**config.mk**
```make
export PLATFORM = sky130hd
export DESIGN_NAME = uart_tx_ctrl_flat
export DESIGN_NICKNAME = d
export VERILOG_FILES = /design/src/rtl/uart_pkg.sv /design/src/rtl/uart_tx_ctrl_if.sv /design/src/rtl/uart_fifo.sv /design/src/rtl/uart_tx_ctrl.sv /design/src/flat_wrapper.sv
export SDC_FILE = /design/constraint.sdc
export NUM_CORES = 1
export LEC_CHECK = 0
export CAP_MARGIN = 5
export CORE_MARGIN = 1
export CORE_UTILIZATION = 39
export CTS_BUF_LIST = sky130_fd_sc_hd__clkbuf_16
export DETAILED_ROUTE_END_ITERATION = 8
export GPL_ROUTABILITY_DRIVEN = 1
export PLACE_DENSITY = 0.66
export RECOVER_POWER = 25
export SLEW_MARGIN = 5
export SYNTH_ARGS = -nofsm -noshare
export SYNTH_HDL_FRONTEND = slang
export SYNTH_SLANG_ARGS = --single-unit
```
**constraint.sdc**
```tcl
create_clock -name clk -period 2.1 [get_ports clk]
set_input_delay 0.42 -clock clk [delete_from_list [all_inputs] [get_ports clk]]
set_output_delay 0.42 -clock clk [all_outputs]
set_load 0.01 [all_outputs]
```
**src/rtl/uart_pkg.sv**
```systemverilog
// uart_pkg: shared types and constants for the UART transmit controller.
// State encoding, status-word bit positions, command bit and default baud.
package uart_pkg;

  typedef enum logic [2:0] {
    IDLE   = 3'd0,
    START  = 3'd1,
    DATA   = 3'd2,
    PARITY = 3'd3,
    STOP   = 3'd4
  } state_t;

  localparam int FULL_BIT = 15;
  localparam int BUSY_BIT = 14;
  localparam int OVF_BIT  = 13;
  localparam int CNT_LSB  = 8;
  localparam int CMD_BIT  = 15;

  // 25 MHz / 115200 baud
  localparam int DEFAULT_CLKS_PER_BIT = 217;

  // Even parity over one data byte: 1 when the byte holds an odd number of ones.
  function automatic logic even_parity(input logic [7:0] data);
    return ^data;
  endfunction

endpackage

```
**src/rtl/uart_tx_ctrl_if.sv**
```systemverilog
// uart_tx_ctrl_if: memory-decoder side of the UART transmitter (IO2 slot).
// master = CPU/decoder side, slave = the transmit controller.
interface uart_tx_ctrl_if;
  logic        load;
  logic [15:0] in;
  logic [15:0] out;
  logic        tx;

  modport master (
    output load,
    output in,
    input  out,
    input  tx
  );

  modport slave (
    input  load,
    input  in,
    output out,
    output tx
  );
endinterface

```
**src/rtl/uart_fifo.sv**
```systemverilog
// uart_fifo: small synchronous byte queue with combinational head read.
// A push into a full queue is accepted when a pop happens on the same edge.
module uart_fifo #(
  parameter int DEPTH = 4
) (
  input  logic                       clk,
  input  logic                       reset,
  input  logic                       push,
  input  logic                       pop,
  input  logic [7:0]                 din,
  output logic [7:0]                 dout,
  output logic                       full,
  output logic                       empty,
  output logic [$clog2(DEPTH):0]     count
);

  localparam int AW = $clog2(DEPTH);
  localparam int CW = AW + 1;

  logic [7:0]    mem [DEPTH];
  logic [AW-1:0] wr_ptr;
  logic [AW-1:0] rd_ptr;
  logic          do_push;
  logic          do_pop;

  assign full    = (count == CW'(DEPTH));
  assign empty   = (count == '0);
  assign do_pop  = pop && !empty;
  assign do_push = push && (!full || do_pop);
  assign dout    = mem[rd_ptr];

  // Storage array; contents need no reset because count gates every read.
  always_ff @(posedge clk) begin
    if (do_push) mem[wr_ptr] <= din;
  end

  // Pointer and occupancy bookkeeping; depth is a power of two so pointers wrap.
  always_ff @(posedge clk) begin
    if (reset) begin
      wr_ptr <= '0;
      rd_ptr <= '0;
      count  <= '0;
    end else begin
      if (do_push) wr_ptr <= wr_ptr + 1'b1;
      if (do_pop)  rd_ptr <= rd_ptr + 1'b1;
      case ({do_push, do_pop})
        2'b10:   count <= count + 1'b1;
        2'b01:   count <= count - 1'b1;
        default: count <= count;
      endcase
    end
  end

endmodule

```
**src/rtl/uart_tx_ctrl.sv**
```systemverilog
// uart_tx_ctrl: memory-mapped 8N1 UART transmitter for the IO2 decoder slot.
// Build option: define UART_PARITY_EN to insert an even-parity bit between
// the data bits and the stop bit (11-tick frame instead of 10).
//
//   state  | meaning
//   -------+-----------------------------------------------------------
//   IDLE   | line high; pops the queue head when a byte is waiting
//   START  | start bit (tx=0) for one baud tick
//   DATA   | data bits LSB first, one tick each, bit_idx 0..7
//   PARITY | even parity bit for one tick (UART_PARITY_EN builds only)
//   STOP   | stop bit (tx=1) for one tick, then back to IDLE
module uart_tx_ctrl
  import uart_pkg::*;
#(
  parameter int CLKS_PER_BIT = DEFAULT_CLKS_PER_BIT,
  parameter int FIFO_DEPTH   = 4
) (
  input logic           clk,
  input logic           reset,
  uart_tx_ctrl_if.slave bus
);

  localparam int BW = (CLKS_PER_BIT > 2) ? $clog2(CLKS_PER_BIT) : 1;
  localparam int CW = $clog2(FIFO_DEPTH) + 1;
  localparam logic [BW-1:0] BAUD_RELOAD = BW'(CLKS_PER_BIT - 1);

  state_t        state;
  logic [BW-1:0] baud_cnt;
  logic [7:0]    shift;
  logic [2:0]    bit_idx;
  logic          tick;
`ifdef UART_PARITY_EN
  logic          par_bit;
`endif

  logic          wr_data;
  logic          wr_cmd;
  logic          pop;
  logic          accepted;
  logic          dropped;
  logic [7:0]    fifo_dout;
  logic          fifo_full;
  logic          fifo_empty;
  logic [CW-1:0] fifo_count;

  logic          ovf;
  logic [7:0]    last_byte;
  logic          busy;
  logic [15:0]   status;
  logic          unused_in;

  // in[14:8] carry no meaning for either data or command writes.
  assign unused_in = ^bus.in[14:8];

  assign wr_data  = bus.load && !bus.in[CMD_BIT];
  assign wr_cmd   = bus.load &&  bus.in[CMD_BIT];
  assign pop      = (state == IDLE) && !fifo_empty;
  assign accepted = wr_data && (!fifo_full || pop);
  assign dropped  = wr_data && fifo_full && !pop;
  assign tick     = (baud_cnt == '0);
  assign busy     = (state != IDLE) || !fifo_empty;

  uart_fifo #(
    .DEPTH (FIFO_DEPTH)
  ) u_fifo (
    .clk   (clk),
    .reset (reset),
    .push  (wr_data),
    .pop   (pop),
    .din   (bus.in[7:0]),
    .dout  (fifo_dout),
    .full  (fifo_full),
    .empty (fifo_empty),
    .count (fifo_count)
  );

  // Frame sequencer: tx is registered from the current state, so the line
  // trails the state by one clock; the baud counter reloads on every bit change.
  always_ff @(posedge clk) begin
    if (reset) begin
      state    <= IDLE;
      baud_cnt <= '0;
      shift    <= '0;
      bit_idx  <= '0;
      bus.tx   <= 1'b1;
`ifdef UART_PARITY_EN
      par_bit  <= 1'b0;
`endif
    end else begin
      case (state)
        IDLE: begin
          bus.tx <= 1'b1;
          if (!fifo_empty) begin
            shift    <= fifo_dout;
            baud_cnt <= BAUD_RELOAD;
            state    <= START;
`ifdef UART_PARITY_EN
            par_bit  <= even_parity(fifo_dout);
`endif
          end
        end
        START: begin
          bus.tx <= 1'b0;
          if (tick) begin
            state    <= DATA;
            bit_idx  <= '0;
            baud_cnt <= BAUD_RELOAD;
          end else begin
            baud_cnt <= baud_cnt - 1'b1;
          end
        end
        DATA: begin
          bus.tx <= shift[0];
          if (tick) begin
            shift    <= shift >> 1;
            baud_cnt <= BAUD_RELOAD;
            if (bit_idx == 3'd7) begin
`ifdef UART_PARITY_EN
              state <= PARITY;
`else
              state <= STOP;
`endif
            end else begin
              bit_idx <= bit_idx + 1'b1;
            end
          end else begin
            baud_cnt <= baud_cnt - 1'b1;
          end
        end
`ifdef UART_PARITY_EN
        PARITY: begin
          bus.tx <= par_bit;
          if (tick) begin
            state    <= STOP;
            baud_cnt <= BAUD_RELOAD;
          end else begin
            baud_cnt <= baud_cnt - 1'b1;
          end
        end
`endif
        STOP: begin
          bus.tx <= 1'b1;
          if (tick) begin
            state <= IDLE;
          end else begin
            baud_cnt <= baud_cnt - 1'b1;
          end
        end
        default: begin
          bus.tx <= 1'b1;
          state  <= IDLE;
        end
      endcase
    end
  end

  // Assemble the status word from the current registered state.
  always_comb begin
    status                     = '0;
    status[FULL_BIT]           = fifo_full;
    status[BUSY_BIT]           = busy;
    status[OVF_BIT]            = ovf;
    status[CNT_LSB +: 4]       = 4'(fifo_count);
    status[7:0]                = last_byte;
  end

  // Sticky overflow, last accepted byte and the registered status read path.
  always_ff @(posedge clk) begin
    if (reset) begin
      ovf       <= 1'b0;
      last_byte <= '0;
      bus.out   <= '0;
    end else begin
      if (wr_cmd)       ovf <= 1'b0;
      else if (dropped) ovf <= 1'b1;
      if (accepted) last_byte <= bus.in[7:0];
      bus.out <= status;
    end
  end

endmodule

```
**src/flat_wrapper.sv**
```systemverilog
// flat-port wrapper written by rule: the top's interface ports become plain ports
module uart_tx_ctrl_flat import uart_pkg::*;
#(
  parameter int CLKS_PER_BIT = DEFAULT_CLKS_PER_BIT,
  parameter int FIFO_DEPTH   = 4
)
  (clk, reset, bus_load, bus_in, bus_out, bus_tx);
  uart_tx_ctrl_if bus_i ();
  input logic clk;
  input logic reset;
  input wire logic [$bits(bus_i.load)-1:0] bus_load;
  input wire logic [$bits(bus_i.in)-1:0] bus_in;
  output wire logic [$bits(bus_i.out)-1:0] bus_out;
  output wire logic [$bits(bus_i.tx)-1:0] bus_tx;
  assign bus_i.load = bus_load;
  assign bus_i.in = bus_in;
  assign bus_out = bus_i.out;
  assign bus_tx = bus_i.tx;
  uart_tx_ctrl #(.CLKS_PER_BIT(CLKS_PER_BIT), .FIFO_DEPTH(FIFO_DEPTH)) u_core (.clk(clk), .reset(reset), .bus(bus_i));
endmodule
```
# ---- Word level (Yosys, flattened, before mapping)
# Memories as Yosys holds them, arrays and structs flattened. A register that Yosys moved wholly into a read port is not among the register bits.
# Index checks and enable logic that the tools add are counted.
dict set report totals {
  ff_bits 55
  ramBits 32
  memories 1
  wordCells 84
  output_inout_bits 17
}
dict set report classes {
  n_eq_ne 14
  mux 22
  n_addsub 6
  n_reduce_logical 29
}
# name words width rd rd_clocked_by_memory_dff write_ports line
set memory_table {}
lappend memory_table {u_core.u_fifo.mem 4 8 1 1 1 uart_fifo.sv:20} ;# logic [7:0] mem [DEPTH];
# cell n
set ops {}
lappend ops {{2-to-1 mux 8 bit} 5}
lappend ops {{case mux 8 bit (3 select lines)} 1}
lappend ops {{2-to-1 mux 3 bit} 7}
lappend ops {{case mux 8 bit (2 select lines)} 1}
lappend ops {{case mux 3 bit (2 select lines)} 2}
lappend ops {{case mux 3 bit (4 select lines)} 1}
lappend ops {{equality test 3 bit, second input constant} 3}
lappend ops {{logical AND 1 bit} 8}
lappend ops {{zero test 8 bit} 1}
lappend ops {{!= test 2 x 1 -> 1 bit, second input constant} 4}
lappend ops {{subtractor 8 x 1 -> 8 bit, second input constant} 1}
lappend ops {{adder 3 x 1 -> 3 bit, second input constant} 2}
lappend ops {{zero test 3 bit} 2}
lappend ops {{!= test 2 bit, second input constant} 3}
lappend ops {{AND reduction 3 bit} 2}
lappend ops {{nonzero test 2 bit} 3}
lappend ops {{nonzero test 3 bit} 2}
lappend ops {{AND reduction 5 bit} 1}
lappend ops {{adder 2 x 1 -> 2 bit, second input constant} 2}
lappend ops {{zero test 1 bit} 4}
lappend ops {{2-to-1 mux 2 bit} 2}
lappend ops {{AND reduction 4 bit} 1}
lappend ops {{OR reduction 2 bit} 2}
lappend ops {{equality test 3 x 1 -> 1 bit, second input constant} 1}
lappend ops {{other kinds (7)} 10}

# ---- Longest topological paths before layout
# Gate-level depths: netlist of the first run.
dict set report logic_depth {
  ltp_word 8
  mapped_depth 7
  mapped_depth_nobuf 6
}

# ---- Modules after synthesis
# Synthesis of the first run repeated with hierarchy kept, for this count alone.
dict set report hier_totals {
  cells_unflattened 312
  area_unflattened_um2 3618.5
}
# mod seq_area_each_um2 area_per_inst_um2 cells_per_inst instances
set modules_own_cells {}
lappend modules_own_cells {uart_tx_ctrl 920.9 1973.1 216 1}
lappend modules_own_cells {uart_fifo 1141.1 1645.3 96 1}

# ---- Worst setup path after synthesis of the first run
# Ideal clock, no wire load.
dict set report synth_timing {
  path_type {reg-to-reg}
  startpoint {register u_core.state[2]}
  endpoint {register u_core.u_fifo.count[2]}
  period_less_slack_ps 2155
  setup_slack_ps -55
  required_ps 1978
  path_stages_with_launch 8
  setup_time_ps 122
  t_arrival_ps 2033
  path_buffers 1
  cell_sequence {dfxtp_1 buf_2 nor3_4 nand3_1 fa_1 and3_1 mux2_2 a311o_1}
}
dict set report synth_via {
  elab_chain_cells 7
  elab_cells_between_ends 9
  classes_between {2 x eq/ne; 1 x mux; 6 x reduce/logical}
}
# item line
set synth_lines {}
lappend synth_lines {{from (decl)} uart_tx_ctrl.sv:27} ;# state_t state;
lappend synth_lines {{from (signal assigned)} uart_tx_ctrl.sv:81} ;# state <= IDLE;
lappend synth_lines {{from (signal assigned)} uart_tx_ctrl.sv:96} ;# state <= START;
lappend synth_lines {{from (signal assigned)} uart_tx_ctrl.sv:105} ;# state <= DATA;
lappend synth_lines {{zero test 3 bit (*)} uart_tx_ctrl.sv:57} ;# assign pop = (state == IDLE) && !fifo_empty;
lappend synth_lines {{logical AND 1 bit (*)} uart_tx_ctrl.sv:57}
lappend synth_lines {{logical AND 1 bit (*)} uart_fifo.sv:28} ;# assign do_pop = pop && !empty;
lappend synth_lines {{logical OR 1 bit} uart_fifo.sv:29} ;# assign do_push = push && (!full || do_pop);
lappend synth_lines {{logical AND 1 bit} uart_fifo.sv:29}
lappend synth_lines {{equality test 2 x 1 -> 1 bit or equality test 2 bit (tied branches)} uart_fifo.sv:46} ;# case ({do_push, do_pop})
lappend synth_lines {{case mux 3 bit (2 select lines) or nonzero test 2 bit (tied branches)} n/a}
lappend synth_lines {{to (signal assigned)} uart_fifo.sv:47} ;# 2'b10: count <= count + 1'b1;
lappend synth_lines {{to (signal assigned)} uart_fifo.sv:48} ;# 2'b01: count <= count - 1'b1;
lappend synth_lines {{to (signal assigned)} uart_fifo.sv:49} ;# default: count <= count;
lappend synth_lines {{to (decl)} uart_fifo.sv:14} ;# output logic [$clog2(DEPTH):0] count
# Mark *: on every way between the ends. The rest lies on a longest branch, timed or not.
# A chain may end at the register's enable or synchronous reset.

# ---- Final worst setup path of the first run
dict set report layout_timing {
  startpoint {input port bus_in[15]}
  endpoint {register u_core.u_fifo.count[2]}
}
dict set report layout_via {
  elab_chain_cells 5
  elab_cells_between_ends 7
  classes_between {2 x eq/ne; 1 x mux; 4 x reduce/logical}
}
# item line
set layout_lines {}
lappend layout_lines {{from (decl)} flat_wrapper.sv:12} ;# input wire logic [$bits(bus_i.in)-1:0] bus_in;
lappend layout_lines {{zero test 1 bit (*)} uart_tx_ctrl.sv:55} ;# assign wr_data = bus.load && !bus.in[CMD_BIT];
lappend layout_lines {{logical AND 1 bit (*)} uart_tx_ctrl.sv:55}
lappend layout_lines {{logical AND 1 bit (*)} uart_fifo.sv:29}
lappend layout_lines {{equality test 2 x 1 -> 1 bit or equality test 2 bit (tied branches)} uart_fifo.sv:46}
lappend layout_lines {{case mux 3 bit (2 select lines) or nonzero test 2 bit (tied branches)} n/a}
# Marks and branches as above.

==> results of run 1 <==
==> synth_stat cells, types with 2 or more instances <==
library cell and number:
ha_1 7, mux4_2 8, o21ai_0 3, o311ai_1 4, mux2i_1 9, or3_1 2
nor2_1 27, nor2b_1 10, and3_1 4, clkbuf_1 10, dfxtp_1 55, buf_4 3
a211oi_1 4, a21o_1 2, or3b_1 2, o21ai_1 10, nand4_1 4, nand3_1 7
a31oi_1 7, buf_2 3, xnor2_1 2, mux2_1 2, a21oi_1 10, nor3_1 5
nand2_1 20, and2_1 4, inv_1 11, o211ai_1 2, or4_1 3, a2bb2oi_1 2
a311o_1 2, or2_2 2, edfxtp_1 32
==> cell type report <==
type	count	area [um^2]
clock inverters	7	81.3
repair buffers	54	517
flip-flops and latches	87	2060
fillers	765	4350
well taps	108	135
clock buffers	9	225
multi-input cells	195	1480
inverters	11	41.3
==> through the flow <==
step	setup TNS [ns]	util [%]	cell area (um^2)	hold WS [ns]
floorplan	0	-	3650	0.437
global placement	-0.387	47.3	4210	0.452
detailed placement	-0.490	47.3	4210	0.451
CTS	0	50.9	4520	0.466
global route	0	51.1	4540	0.478
finish	0	51.1	4540	0.464
==> path summary, 6_finish.rpt <==
check | depth (start not counted) | from | to | slack (ns)
max | 7 | bus_in[15] | u_core.u_fifo.count[2]$_SDFFE_PP0P_ | 0.04
max reg2reg | 6 | u_core.baud_cnt[0]$_SDFFE_PP0P_ | u_core.baud_cnt[6]$_SDFFE_PP0P_ | 0.11
min reg2reg | 1 | u_core.last_byte[0]$_SDFFE_PP0P_ | u_core.bus.out[0]$_SDFF_PP0_ | 0.46
min | 1 | u_core.last_byte[0]$_SDFFE_PP0P_ | u_core.bus.out[0]$_SDFF_PP0_ | 0.46
==> power breakdown <==
group | total (mW) | internal, mW | switching (mW)
registers | 2.22 | 2.03 | 0.191
logic | 2.17 | 1.04 | 1.13
clock network | 1.61 | 0.938 | 0.675
==> layer usage <==
layer	global-route usage [%]	vias to the layer above
met5	0	-
li1	-	1238
met2	26.4	30
met1	18.1	1198
met4	6.08	0
met3	4.40	11
==> sequential cells by signal, summed over array words and instances, names as in the netlist, named ones only <==
| name | flops |
|---|---|
| u_core.baud_cnt | 8 |
| u_core.bit_idx | 3 |
| u_core.bus.out | 14 |
| u_core.bus.tx | 1 |
| u_core.last_byte | 8 |
| u_core.ovf | 1 |
| u_core.shift | 8 |
| u_core.state | 3 |
| u_core.u_fifo.count | 3 |
| u_core.u_fifo.mem | 32 |
| u_core.u_fifo.rd_ptr | 2 |
| u_core.u_fifo.wr_ptr | 2 |
==> cell families (layout without fill, tap and decap cells) <==
logic type / after synthesis / in the layout / synth area share (%)
other cells: 1 / 2 / 0.103
flops: 87 / 87 / 56.6
compound gates: 60 / 60 / 11.9
simple gates: 99 / 99 / 14.6
mux: 20 / 20 / 8.34
fa+ha+maj: 10 / 10 / 3.54
buf+inv: 30 / 81 / 3.81
xor+xnor: 4 / 4 / 1.17
==> cell usage in the layout (no fill, tap or decap), drive strengths merged, types with 2 or more instances in the layout <==
cell type and instances:
a2bb2oi 2, a21oi 11, dlygate4sd3 8, buf 27, edfxtp 32, clkbuf 10, nor2b 10, xnor2 3
dfxtp 55, or2 2, inv 13, o211ai 2, clkinv 4, a31oi 8, mux4 8, nand2 20
o21ai 13, or4 3, a311o 2, a211oi 4, or3 3, maj3 2, o311ai 4, nor2 27
mux2 3, and3 4, and2 4, nand3 7, conb 2, nor3 6, or3b 2, clkdlybuf4s50 18
a21o 2, ha 7, mux2i 9, nand4 4
==> timing repair <==
| action | in CTS | in global routing |
|---|---|---|
| pin swaps | 0 | 1 |
| hold buffers | 0 | 0 |
| resized for setup | 2 | 4 |
| endpoints found under the setup margin | 1 | 2 |
| setup buffers | 0 | 0 |
==> critical path, delay by kind of cell <==
| kind | cells | cell delay, ns |
|---|---|---|
| and+or+nand+nor | 3 | 0.41 |
| adders and majority gates | 1 | 0.38 |
| muxes | 1 | 0.26 |
| buffers and inverters | 1 | 0.47 |
| AOI/OAI and AO/OA | 1 | 0.33 |
==> qor.csv, run 1 <==
stage,metric,value,unit
logic_synthesis,top post-synthesis cells by area,"dfxtp_1 30%, edfxtp_1 26%, mux4_2 4.9%",
floorplan,Die Footprint,9740,um^2
critical_path,CP required,2.32,ns
routing,vias post-DR,2477,
finish,nets,385,
critical_path,Critical-path top delay cell,clkdlybuf4s50_1,
finish,Antenna Cells,0,
cts,clock root buffer,clkbuf_16,
floorplan,initial core utilization,41.0,%
routing,DRC,0,
place,PortBufs,26,
cts,clock buffer depth,2,
routing,WL/cell,14.6,um
sta,setup repair after global routing missed its margin,false,
routing,top routing layer in use,met4,
place,post-DP HPWL,4710,um
floorplan,Core Footprint,8890,um^2
logic_synthesis,flip-flop and latch count after synthesis,87,
sta,Slew Limit Fails,0,
routing,Post-DRT Antenna Nets,0,
cts,TritonCTS buffer count,9,
floorplan,chip width,98.7,um
grt,first-pass GRT wire length,11700,um
sta,Peak Freq,0.485,GHz
place,RD Place Congestion,0.808,
outcome,run status,"complete, no violations",
grt,gr ovfl total,0,
critical_path,"critical path fanouts, max",3,
floorplan,IO Pins,36,
cts,H-tree depth,3,
routing,wire length on met2,3490,um
routing,final WL,6860,um
cts,Num Clock Sinks,87,
sta,final setup vio count,0,
power_and_ir_drop,P_leak,1.67,nW
grt,number of global-route vias before repair,2493,
grt,All-Layer GR Usage,15.3,%
sta,final worst-path cycle share,98.1,%
floorplan,Core Rows,34,
logic_synthesis,"Primary FF master, synth",dfxtp_1,
cts,CTS tree,built,
flow_run,max-cap viol count,0,
sta,Final Skew,0.00464,ns
routing,Met1 Wirelength,3070,um
critical_path,crit path cell chain,"clkdlybuf4s50_1, nand2b_4, nand3_4, fa_2, and3_1, mux2_2, a311o_1",
logic_synthesis,Syn Inst Count,311,
cts,Clock Latency Late Sink,0.34,ns
logic_synthesis,count of cell types in the netlist,66,
logic_synthesis,post-synth top area cell,dfxtp_1,
power_and_ir_drop,Power Density,1320,nW/um^2
routing,DR WL met3,185,um
logic_synthesis,YS warnings,0,
sta,final worst slack,0.0402,ns
logic_synthesis,number of synthesized flops with an enable pin,32,
power_and_ir_drop,VDD IR max,0.662,mV
grt,antenna violations before repair,0,
critical_path,Setup crit end kind,register,
worst_hold_path,Hold/Removal Path Class,register to register,
routing,DRT Pass-1 Iters,4,
critical_path,arrival time worst endpoint,2.28,ns
floorplan,Die Ht,98.7,um
logic_synthesis,Syn Area/Cell,11.7,um^2
place,Setup WS pre-CTS,-0.420,ns
cts,Worst-path clk slew,0.06,ns
logic_synthesis,Post-synth ARST share,0,%
routing,Via density,5.26,
critical_path,Crit Path Class,input pin to register,
sta,Final Critical Period,2.06,ns
finish,"Cell Count, Final, Fillers Out",471,
logic_synthesis,Mapped Area,3640,um^2
place,placed insts,455,
routing,DR iter-0 viols,65,
critical_path,Crit path largest cell delay,0.47,ns
finish,Layout area overhead,24.5,%
grt,largest net degree at the start of global routing,32,
logic_synthesis,top cell type's share of synthesized area,30.2,%
logic_synthesis,"Seq/Total Area, Yosys",56.6,%
critical_path,Startpoint Class,input pin,
sta,final-report hold violation count,0,
finish,share of post-route cells with drive strength above 1,18.7,%
power_and_ir_drop,total power draw,6.00,mW
Power figures use the tool's default switching activity.
==> run 2, diff against run 1 <==
- CORE_MARGIN: 1 -> not set
==> results of run 2 <==
No change in the layout: final DEF, timing and power equal those of run 1.
==> run 3, diff against run 2 <==
- CELL_PAD_IN_SITES_DETAIL_PLACEMENT: not set -> 1
- CELL_PAD_IN_SITES_GLOBAL_PLACEMENT: not set -> 1
- CORE_UTILIZATION: 39 -> 41
- PLACE_DENSITY: 0.66 -> 0.81
==> run 3 against run 2 <==
Effect of this change: the flow now finishes with violations (DRC); worst setup slack better by 0.00072 ns; sequential share of layout area hardly changed; first-iteration DRC count is 71% higher; fmax hardly changed; total power is 3.4% higher; largest cell class unchanged; largest power group is now combinational logic.
==> qor.csv, run 3 (synthesis gave the netlist of run 1 again) <==
stage,metric,value,unit
cts,clock buffer depth,2,
place,placed insts,455,
routing,DR iter-0 viols,111,
finish,Antenna Cells,0,
finish,Fillers,929,
floorplan,initial core utilization,42.0,%
routing,vias post-DR,2648,
critical_path,arrival time worst endpoint,2.29,ns
critical_path,Critical-path top delay cell,clkdlybuf4s50_1,
outcome,run status,finished with violations,
grt,number of global-route vias before repair,2816,
routing,Via density,5.62,
sta,Slew Limit Fails,0,
flow_run,max-cap viol count,0,
power_and_ir_drop,P_leak,1.66,nW
sta,Final Critical Period,2.06,ns
place,PortBufs,26,
finish,share of post-route cells with drive strength above 1,19.0,%
finish,fin util,52.3,%
finish,Layout area overhead,24.6,%
floorplan,IO Pins,36,
sta,final setup vio count,0,
critical_path,Crit Path Class,input pin to register,
place,RD Place Congestion,0.791,
floorplan,Die Footprint,9270,um^2
floorplan,Core Footprint,8680,um^2
cts,TritonCTS buffer count,9,
sta,Peak Freq,0.486,GHz
finish,"most common cell after layout, fill and taps aside",dfxtp_1,
cts,Num Clock Sinks,87,
sta,Relative slew margins,46.4,%
cts,clock root buffer,clkbuf_16,
critical_path,"delay-heaviest family, CP",buffers and inverters,
finish,Regs by FF count,"u_core.u_fifo.mem (32), u_core.bus.out (14)",
place,post-DP HPWL,5830,um
grt,All-Layer GR Usage,21.6,%
cts,H-tree depth,3,
sta,Slew @ Worst Pin,0.804,ns
grt,first-pass GRT wire length,14500,um
grt,gr ovfl total,0,
routing,Post-DRT Antenna Nets,0,
sta,Final Skew,0.00439,ns
sta,final-report hold violation count,0,
power_and_ir_drop,VDD IR max,0.707,mV
critical_path,crit path cell chain,"clkdlybuf4s50_1, nand2b_4, nand3_4, fa_2, and3_1, mux2_2, a311o_1",
critical_path,CP required,2.33,ns
worst_hold_path,Hold/Removal Path Class,input pin to register,
finish,max reg flops,32,
sta,setup repair after global routing missed its margin,false,
critical_path,Setup crit end kind,register,
cts,# hold bufs at CTS,0,
cts,CTS tree,built,
finish,Reg with most FFs,u_core.u_fifo.mem,
routing,WL/cell,19.4,um
floorplan,Die Ht,96.3,um
finish,most frequent cells in the layout,"55 x dfxtp_1, 32 x edfxtp_1, 27 x nor2_1",
sta,final worst-path cycle share,98.1,%
sta,setup TNS,0,ns
critical_path,"critical path fanouts, max",3,
cts,Setup Buffers After CTS,0,
finish,nets,385,
routing,DRC,1,
outcome,failing checks,DRC,
power_and_ir_drop,Power Density,1370,nW/um^2
critical_path,WP buf/inv,1,
floorplan,chip width,96.3,um
critical_path,Crit path largest cell delay,0.47,ns
cts,Clock Latency Late Sink,0.34,ns
routing,final WL,9130,um
floorplan,Core Rows,34,
critical_path,Startpoint Class,input pin,
grt,antenna violations before repair,0,
cts,Worst-path clk slew,0.07,ns
routing,DRT Pass-1 Iters,6,
finish,"Cell Count, Final, Fillers Out",471,
grt,largest net degree at the start of global routing,28,
run 3: area by class of cell:
| cell class | instances | area (um^2) | share of cell area [%] |
|---|---|---|---|
| timing repair buffer | 54 | 528 | 11.6 |
| clock buffer | 9 | 225 | 4.96 |
| sequential | 87 | 2060 | 45.4 |
| tap | 108 | 135 | 2.98 |
| inverter | 11 | 41.3 | 0.909 |
| clock inverter | 7 | 62.6 | 1.38 |
| multi-input combinational | 195 | 1490 | 32.8 |
run 3: per-stage QoR:
step,setup WS [ns],total power [mW],hold slack (ns),instance area [um^2]
3_5_place_dp,-0.371,4.54,0.460,4220
5_1_grt,0.000639,6.53,0.438,4540
2_1_floorplan,0.0116,3.72,0.437,3650
4_1_cts,0.0212,6.19,0.430,4530
6_report,0.0409,6.20,0.450,4540
3_3_place_gp,-0.297,4.39,0.447,4220
run 3: path summary, 6_finish.rpt:
path	startpoint	end	slack [ns]	depth (start not counted)
min	bus_in[15]	u_core.ovf$_SDFFE_PP0P_	0.45	2
max	bus_load	u_core.u_fifo.count[2]$_SDFFE_PP0P_	0.04	7
max reg2reg	u_core.state[2]$_SDFFE_PP0P_	u_core.u_fifo.count[2]$_SDFFE_PP0P_	0.08	6
min reg2reg	u_core.last_byte[0]$_SDFFE_PP0P_	u_core.bus.out[0]$_SDFF_PP0_	0.47	1
run 3: where the power goes:
group,internal [mW],switching (mW)
sequential,2.03,0.254
clock,0.827,0.728
combinational,1.11,1.26
run 3: what timing repair did:
| item | in CTS | in global routing |
|---|---|---|
| setup endpoints to repair | 1 | 2 |
| gates cloned | 0 | 0 |
| pin swaps | 1 | 0 |
| gates resized for setup | 6 | 3 |
run 3: metal layers:
metal | global-route usage, % | vias up | wire, um | part of all wire [%]
met5 | 0 | - | 0 | 0
met4 | 8.96 | 0 | 243 | 2.7
met3 | 5.45 | 23 | 343 | 3.8
met2 | 39.1 | 77 | 4870 | 53
met1 | 23.9 | 1318 | 3670 | 40
li1 | - | 1230 | - | -
